### src/rtl/poly_pkg.sv
`default_nettype none
// +-------------------------------------------------------------------+
// | poly_pkg : shared types and helpers for the Horner evaluator       |
// | Rev 1.0                                                            |
// +-------------------------------------------------------------------+
package poly_pkg;

   localparam int DEG_MAX = 15;

   typedef enum logic [1:0] {
      LOAD = 2'd0,
      MUL  = 2'd1,
      ADD  = 2'd2,
      DONE = 2'd3
   } state_t;

   localparam logic ALU_ADD = 1'b0;
   localparam logic ALU_MUL = 1'b1;

   // Bits needed to hold n distinct values (at least 1).
   function automatic int cnt_w(input int n);
      return (n <= 2) ? 1 : $clog2(n);
   endfunction

endpackage
`default_nettype wire

### src/rtl/poly_alu.sv
`default_nettype none
// +-------------------------------------------------------------------+
// | poly_alu : shared add/multiply unit with W-bit overflow detection  |
// | Rev 1.0                                                            |
// +-------------------------------------------------------------------+
module poly_alu
   import poly_pkg::*;
#(
   parameter int W = 8
) (
   input  logic         op,
   input  logic [W-1:0] a,
   input  logic [W-1:0] b,
   output logic [W-1:0] y,
   output logic         ovf
);

   logic [2*W-1:0] prod;
   logic [W:0]     sum;

   assign prod = {{W{1'b0}}, a} * {{W{1'b0}}, b};
   assign sum  = {1'b0, a} + {1'b0, b};

   always_comb begin
      y   = sum[W-1:0];
      ovf = sum[W];
      if (op == ALU_MUL) begin
         y   = prod[W-1:0];
         ovf = |prod[2*W-1:W];
      end
   end

endmodule
`default_nettype wire

### src/rtl/horner_poly_eval.sv
`default_nettype none
// +-------------------------------------------------------------------+
// | horner_poly_eval : streamed polynomial evaluator (Horner, mod 2^W) |
// | Rev 1.0                                                            |
// +-------------------------------------------------------------------+
module horner_poly_eval
   import poly_pkg::*;
#(
   parameter int W   = 8,
   parameter int DEG = 2
) (
   input  logic         clk,
   input  logic         resetn,
   input  logic         abort,
   input  logic         in_valid,
   output logic         in_ready,
   input  logic [W-1:0] data_in,
   output logic         out_valid,
   input  logic         out_ready,
   output logic [W-1:0] result,
   output logic         overflow,
   output logic         busy
);

   localparam int LW = cnt_w(DEG + 2);
   localparam int KW = cnt_w(DEG + 1);
   localparam logic [LW-1:0] LD_X  = LW'(DEG + 1);
   localparam logic [KW-1:0] K_TOP = KW'(DEG - 1);

   state_t         state_q, state_d;
   logic [LW-1:0]  ld_cnt_q, ld_cnt_d;
   logic [KW-1:0]  k_q, k_d;
   logic [W-1:0]   x_q, x_d;
   logic [W-1:0]   acc_q, acc_d;
   logic           ovf_q, ovf_d;
   logic [W-1:0]   result_q, result_d;
   logic           overflow_q, overflow_d;
   logic [W-1:0]   coef_q [0:DEG];
   logic [W-1:0]   coef_d [0:DEG];
   logic           shift_en;

   logic           alu_op;
   logic [W-1:0]   alu_b;
   logic [W-1:0]   alu_y;
   logic           alu_ovf;

   poly_alu #(.W(W)) u_alu (
      .op  (alu_op),
      .a   (acc_q),
      .b   (alu_b),
      .y   (alu_y),
      .ovf (alu_ovf)
   );

   // Coefficients shift in from index 0, so after DEG+1 words coef[j] holds a[j].
   for (genvar j = 0; j <= DEG; j++) begin : g_coef
      if (j == 0) begin : g_head
         assign coef_d[j] = shift_en ? data_in : coef_q[j];
      end else begin : g_body
         assign coef_d[j] = shift_en ? coef_q[j-1] : coef_q[j];
      end

      always_ff @(posedge clk or negedge resetn) begin
         if (!resetn) coef_q[j] <= '0;
         else         coef_q[j] <= coef_d[j];
      end
   end

   always_comb begin
      state_d    = state_q;
      ld_cnt_d   = ld_cnt_q;
      k_d        = k_q;
      x_d        = x_q;
      acc_d      = acc_q;
      ovf_d      = ovf_q;
      result_d   = result_q;
      overflow_d = overflow_q;
      shift_en   = 1'b0;
      alu_op     = ALU_ADD;
      alu_b      = coef_q[k_q];

      if (abort) begin
         state_d  = LOAD;
         ld_cnt_d = '0;
      end else begin
         case (state_q)
            LOAD: begin
               if (in_valid) begin
                  if (ld_cnt_q == LD_X) begin
                     x_d      = data_in;
                     acc_d    = coef_q[DEG];
                     k_d      = K_TOP;
                     ovf_d    = 1'b0;
                     ld_cnt_d = '0;
                     state_d  = MUL;
                  end else begin
                     shift_en = 1'b1;
                     ld_cnt_d = ld_cnt_q + 1'b1;
                  end
               end
            end
            MUL: begin
               alu_op  = ALU_MUL;
               alu_b   = x_q;
               acc_d   = alu_y;
               ovf_d   = ovf_q | alu_ovf;
               state_d = ADD;
            end
            ADD: begin
               acc_d = alu_y;
               ovf_d = ovf_q | alu_ovf;
               if (k_q == '0) begin
                  result_d   = alu_y;
                  overflow_d = ovf_q | alu_ovf;
                  state_d    = DONE;
               end else begin
                  k_d     = k_q - 1'b1;
                  state_d = MUL;
               end
            end
            DONE: begin
               if (out_ready) state_d = LOAD;
            end
            default: state_d = LOAD;
         endcase
      end
   end

   always_ff @(posedge clk or negedge resetn) begin
      if (!resetn) begin
         state_q    <= LOAD;
         ld_cnt_q   <= '0;
         k_q        <= '0;
         x_q        <= '0;
         acc_q      <= '0;
         ovf_q      <= 1'b0;
         result_q   <= '0;
         overflow_q <= 1'b0;
      end else begin
         state_q    <= state_d;
         ld_cnt_q   <= ld_cnt_d;
         k_q        <= k_d;
         x_q        <= x_d;
         acc_q      <= acc_d;
         ovf_q      <= ovf_d;
         result_q   <= result_d;
         overflow_q <= overflow_d;
      end
   end

   assign in_ready  = (state_q == LOAD);
   assign out_valid = (state_q == DONE);
   assign busy      = (state_q == MUL) || (state_q == ADD);
   assign result    = result_q;
   assign overflow  = overflow_q;

endmodule
`default_nettype wire
### config.mk
export PLATFORM = sky130hd
export DESIGN_NAME = horner_poly_eval
export DESIGN_NICKNAME = d
export VERILOG_FILES = /design/src/rtl/poly_pkg.sv /design/src/rtl/poly_alu.sv /design/src/rtl/horner_poly_eval.sv
export SDC_FILE = /design/constraint.sdc
export NUM_CORES = 1
export LEC_CHECK = 0
export ABC_AREA = 1
export BUFFER_PORTS_ARGS = -buffer_cell sky130_fd_sc_hd__buf_2
export CAP_MARGIN = 10
export CORE_MARGIN = 2
export CORE_UTILIZATION = 50
export CTS_BUF_LIST = sky130_fd_sc_hd__clkbuf_8
export DETAILED_ROUTE_END_ITERATION = 10
export PLACE_DENSITY_LB_ADDON = 0.05
export SYNTH_ARGS = -nofsm -noshare
export SYNTH_HDL_FRONTEND = slang
export SYNTH_SLANG_ARGS = --single-unit
### constraint.sdc
create_clock -name clk -period 11.65 [get_ports clk]
set_input_delay 1.7475 -clock clk [delete_from_list [all_inputs] [get_ports clk]]
set_output_delay 1.7475 -clock clk [all_outputs]
set_load 0.005 [all_outputs]
==> impl_metrics.toml, run 1 <==
[status]
status = "complete, no violations"

[setup_path]
crit_path_start_kind = "input pin"
critPathMaxFanout = 29
worstPathArrival_ns = 6.76
crit_path_end_kind = "flip-flop"
worstPathRequired_ns = 11.87
crit_type = "in2reg"

[drt]
vias = 4395
drtIter0Drc = 247
ant_nets = 0
wire_per_inst_um = 15.2
drc_errors = 0
routed_wl_um = 13000
firstDrtPassIters = 5
vias_per_cell = 5.14

[layout]
seqCellArea_mm2 = 0.00140
multi_input_area_mm2 = 0.00319
area_growth_pct = 6.26
n_fill_cell = 1052
nNetsFinal = 818
mostFrequentLayoutCells = "nand2_1 (182), inv_1 (139), dfrtp_1 (56)"
diodes = 0
drive_above_1_share = 0.0723
layout_commonest_cell = "nand2_1"

[clock_tree]
clock_latency_ns = 0.32
ctsResizeCount = 0
cts_root_buffer = "clkbuf_8"
cts_made_buffers = 5
path_clk_slew_ns = 0.11
ctsHoldBuffers = 0
cts_tree = "done"
cts.sinks = 56
htree_levels = 2
postCtsSetupBuffers = 0
cts_max_path_buffers = 2

[synthesis]
yosysWarnings = 0
synth_nets = 797
syn_area_per_cell_um2 = 7.46
syn-instance-count = 697
synth_cell_types = 34
ys_seq_area_frac = 0.270
ys_ff_latch = 56
synthesis.area_mm2 = 0.00520

[floorplan]
io_pins = 25
start_util = 0.508
die_x_um = 106
core_area_mm2 = 0.0102
die_y_um = 106
die-area_mm2 = 0.0112
rows = 37

[sta]
period_minus_slack_ns = 6.54
tightest_slew_ns = 0.705
period_share = 0.561
grt_setup_unrepaired = "false"
finalSetupViolCount = 0
slew_viol_final = 0
fmax_mhz = 153
hold_violations = 0
setup_tns_ns = 0
clock_skew_ns = 0.0150
relSlewSlack = 0.530

[global_route]
grt_overflow = 0
grt_start_max_net_pins = 57
grt_pass1_wl_um = 22000
grt_use_total = 0.250
antenna_found_initial = 0
first_global_vias = 4441

[run]
cap_violations = 0

[place]
dp_hpwl_um = 10700
place_congestion = 0.910
port_buffers = 24

[min_path]
hp-class = "reg2reg"
[per-stage QoR]
step                worst slack, ns  hold slack, ns  utilization  area (um^2)  std cells
floorplan                      5.68           0.450            -         5200        697
global placement               4.80           0.458        0.531         5430        847
detailed placement             4.75           0.468        0.531         5430        847
CTS                            5.08           0.494        0.540         5520        855
global route                   4.76           0.518        0.540         5520        855
finish                         5.11           0.489        0.540         5520        855
[synthesized netlist by cell type (all sizes together)]
master	number	area [um^2]
ha	50	626
o21ai	63	338
nor2	54	213
nand3	31	160
a31oi	4	25.0
nand3b	4	30.0
a311oi	1	8.76
xor2	4	35.0
nand2	184	696
a22oi	1	7.51
nor3	1	10.0
clkinv	2	7.51
fa	37	741
clkbuf	6	22.5
o211ai	6	45.0
xnor2	1	8.76
a21oi	32	160
inv	142	533
o21a	2	15.0
dfrtp	56	1400
or2	2	12.5
a21boi	1	7.51
nand4	6	37.5
buf	6	47.5
mux2	1	11.3
[cell families after synthesis]
| family | synth area share |
|---|---|
| simple gates | 0.223 |
| buf+inv | 0.117 |
| compound gates | 0.117 |
| fa+ha+maj | 0.263 |
| flops | 0.270 |
| xor+xnor | 0.00842 |
| mux | 0.00217 |
[cell type report]
cell class / count / share of cell area
Clock buffer: 5 / 0.0125
Clock inverter: 3 / 0.00385
Inverter: 144 / 0.0978
Multi-Input combinational cell: 485 / 0.577
Sequential cell: 56 / 0.254
Tap cell: 136 / 0.0308
Timing Repair Buffer: 26 / 0.0245
[routing by layer]
metal | track usage | up-vias | wire [um]
li1 | - | 2209 | -
met1 | 0.330 | 2085 | 5830
met2 | 0.443 | 84 | 6450
met3 | 0.0251 | 17 | 466
met4 | 0.0639 | 0 | 218
met5 | 0 | - | 0
[worst max-delay path: stages]
cell and delay, ns:
buf_2 0.16, inv_2 0.08, nand2_2 0.46, nand2_1 0.14
o21ai_2 0.11, inv_1 0.18, ha_1 0.28, fa_1 0.55
inv_1 0.05, fa_1 0.46, fa_1 0.52, fa_1 0.56
inv_1 0.04, ha_1 0.35, nand2_1 0.09, nand2_1 0.08
inv_1 0.10, nand2_1 0.07, nand2_1 0.08, nand3_1 0.07
nand2_1 0.07, nand2_1 0.06, nor2_1 0.09, nand3_1 0.11
nand2_1 0.08, nand2_1 0.07, nand2_1 0.06, nand2_1 0.05
[flip-flops by register name, indices dropped and copies added (netlist names)]
| register | count |
|---|---|
| coef_q | 24 |
| acc_q | 8 |
| result | 8 |
| state_q | 2 |
| overflow | 1 |
| k_q | 2 |
| x_q | 8 |
| ovf_q | 1 |
| ld_cnt_q | 2 |
[path summary, 6_finish.rpt]
check                       startpoint     endpoint  slack, ns  cells after the start
hold / removal             ld_cnt_q[0]  ld_cnt_q[0]       0.49                      1
setup / recovery                 abort        ovf_q       5.11                     28
max in group asynchronous       resetn     acc_q[5]       9.63                      2
hold reg to reg            ld_cnt_q[0]  ld_cnt_q[0]       0.49                      1
min in group asynchronous       resetn       k_q[1]       1.54                      2
setup reg to reg            state_q[1]        ovf_q       6.03                     28
Power of run 1 is not shown: default switching activity piles up to over one toggle a cycle in this logic, so the estimate is an artifact.
==> inputs of run 2 (changes only) <==
==> constraint.sdc (replaced) <==
create_clock -name clk -period 5.2 [get_ports clk]
set_input_delay 0.78 -clock clk [delete_from_list [all_inputs] [get_ports clk]]
set_output_delay 0.78 -clock clk [all_outputs]
set_load 0.005 [all_outputs]
==> impl_metrics.toml, run 2 (synthesis results as in run 1) <==
[drt]
vias = 4529
drtIter0Drc = 224
drc_errors = 0
wire_per_inst_um = 14.3
routed_wl_um = 12800
firstDrtPassIters = 5
ant_nets = 0
vias_per_cell = 5.07

[setup_path]
cp_slowest_cell = "fa_1"
cpPeakStageDelay_ns = 0.55
crit_path_start_kind = "flip-flop"
crit_path_end_kind = "flip-flop"
crit_type = "reg2reg"
worstPathArrival_ns = 5.14
worstPathRequired_ns = 5.42
crit_top_cell = "nand2_1"
critPathMaxFanout = 8

[clock_tree]
ctsHoldBuffers = 0
cts_root_buffer = "clkbuf_8"
cts_max_path_buffers = 2
cts_made_buffers = 5
cts.sinks = 56
clock_latency_ns = 0.32
cts_tree = "done"
htree_levels = 2
path_clk_slew_ns = 0.11

[sta]
hold_violations = 0
finalSetupViolCount = 0
setup_ws_ns = 0.289
slew_viol_final = 0
period_share = 0.944
relSlewSlack = 0.513
tightest_slew_ns = 0.730
fmax_mhz = 204
period_minus_slack_ns = 4.91
clock_skew_ns = 0.0185

[layout]
final_util = 0.585
area_growth_pct = 15.2
mostFrequentLayoutCells = "nand2_1 (178), inv_1 (136), dfrtp_1 (55)"
n_fill_cell = 1001
stdcell_count = 894
layout_commonest_cell = "nand2_1"
diodes = 0
seqCellArea_mm2 = 0.00140
drive_above_1_share = 0.154
largest_reg_flops = 24
top_register = "coef_q"
multi_input_area_mm2 = 0.00333
nNetsFinal = 857

[status]
status = "complete, no violations"

[floorplan]
die-area_mm2 = 0.0112
rows = 37
die_x_um = 106
io_pins = 25
start_util = 0.508
core_area_mm2 = 0.0102
die_y_um = 106

[place]
dp_cells = 881
place_congestion = 0.895
dp_hpwl_um = 10500
port_buffers = 24
preCtsSetupSlack_ns = -0.234

[global_route]
grt_overflow = 0
grt_use_total = 0.246
grt_pass1_wl_um = 21800
first_global_vias = 4536
antenna_found_initial = 0
grt_start_max_net_pins = 57

[min_path]
hp-class = "reg2reg"

[run]
cap_violations = 0
==> run 2: changes by cell type in the layout (fill, tap and decap cells not counted), sizes merged <==
cell,change
clkinv,-2
clkinvlp,+1
buf,+39
clkbuf,+1
==> run 2: worst paths after layout <==
check | start | endpoint | slack, ns | depth (start not counted)
setup / recovery | k_q[1] | ovf_q | 0.29 | 28
hold / removal | coef_q[14] | coef_q[6] | 0.48 | 2
setup reg to reg | k_q[1] | ovf_q | 0.29 | 28
hold reg to reg | coef_q[14] | coef_q[6] | 0.48 | 2
max in group asynchronous | resetn | x_q[5] | 4.11 | 2
min in group asynchronous | resetn | ovf_q | 0.58 | 2
==> run 2: layer usage <==
metal  GRT usage  vias to the layer above  part of all wire
met5           0                        -                 0
met4      0.0686                        0             0.025
met3      0.0270                       22             0.031
met2       0.435                       86              0.50
met1       0.320                     2126              0.45
li1            -                     2295                 -
==> run 2: layout make-up <==
| type | count | area share |
|---|---|---|
| sequential | 56 | 0.234 |
| clock inverter | 2 | 0.00188 |
| timing repair buffer | 65 | 0.0742 |
| inverter | 144 | 0.0909 |
| multi-input combinational | 485 | 0.557 |
| clock buffer | 6 | 0.0138 |
| tap | 136 | 0.0284 |
==> run 2: critical path, delay by kind of cell, from the launching register on <==
family                     cells  cell delay, ns
adders and majority gates      5            2.30
DFF                            1            0.40
and+or+nand+nor               16            1.41
AOI/OAI and AO/OA              2            0.16
buffers and inverters          5            0.53
==> run 2: per-stage QoR <==
step                      setup TNS [ns]  hold WS (ns)  cell area [um^2]
after floorplan                        0         0.450              5200
after global placement            -0.613         0.460              5700
after detailed placement          -0.699         0.462              5700
after CTS                              0         0.482              5800
after global routing           -0.000402         0.501              5990
final                                  0         0.479              5990
==> run 2: timing repair <==
item                       CTS  global route
setup buffers                0             5
gates resized for setup      0            36
setup endpoints to repair    0             6
Power of run 2 is left out for the same reason.
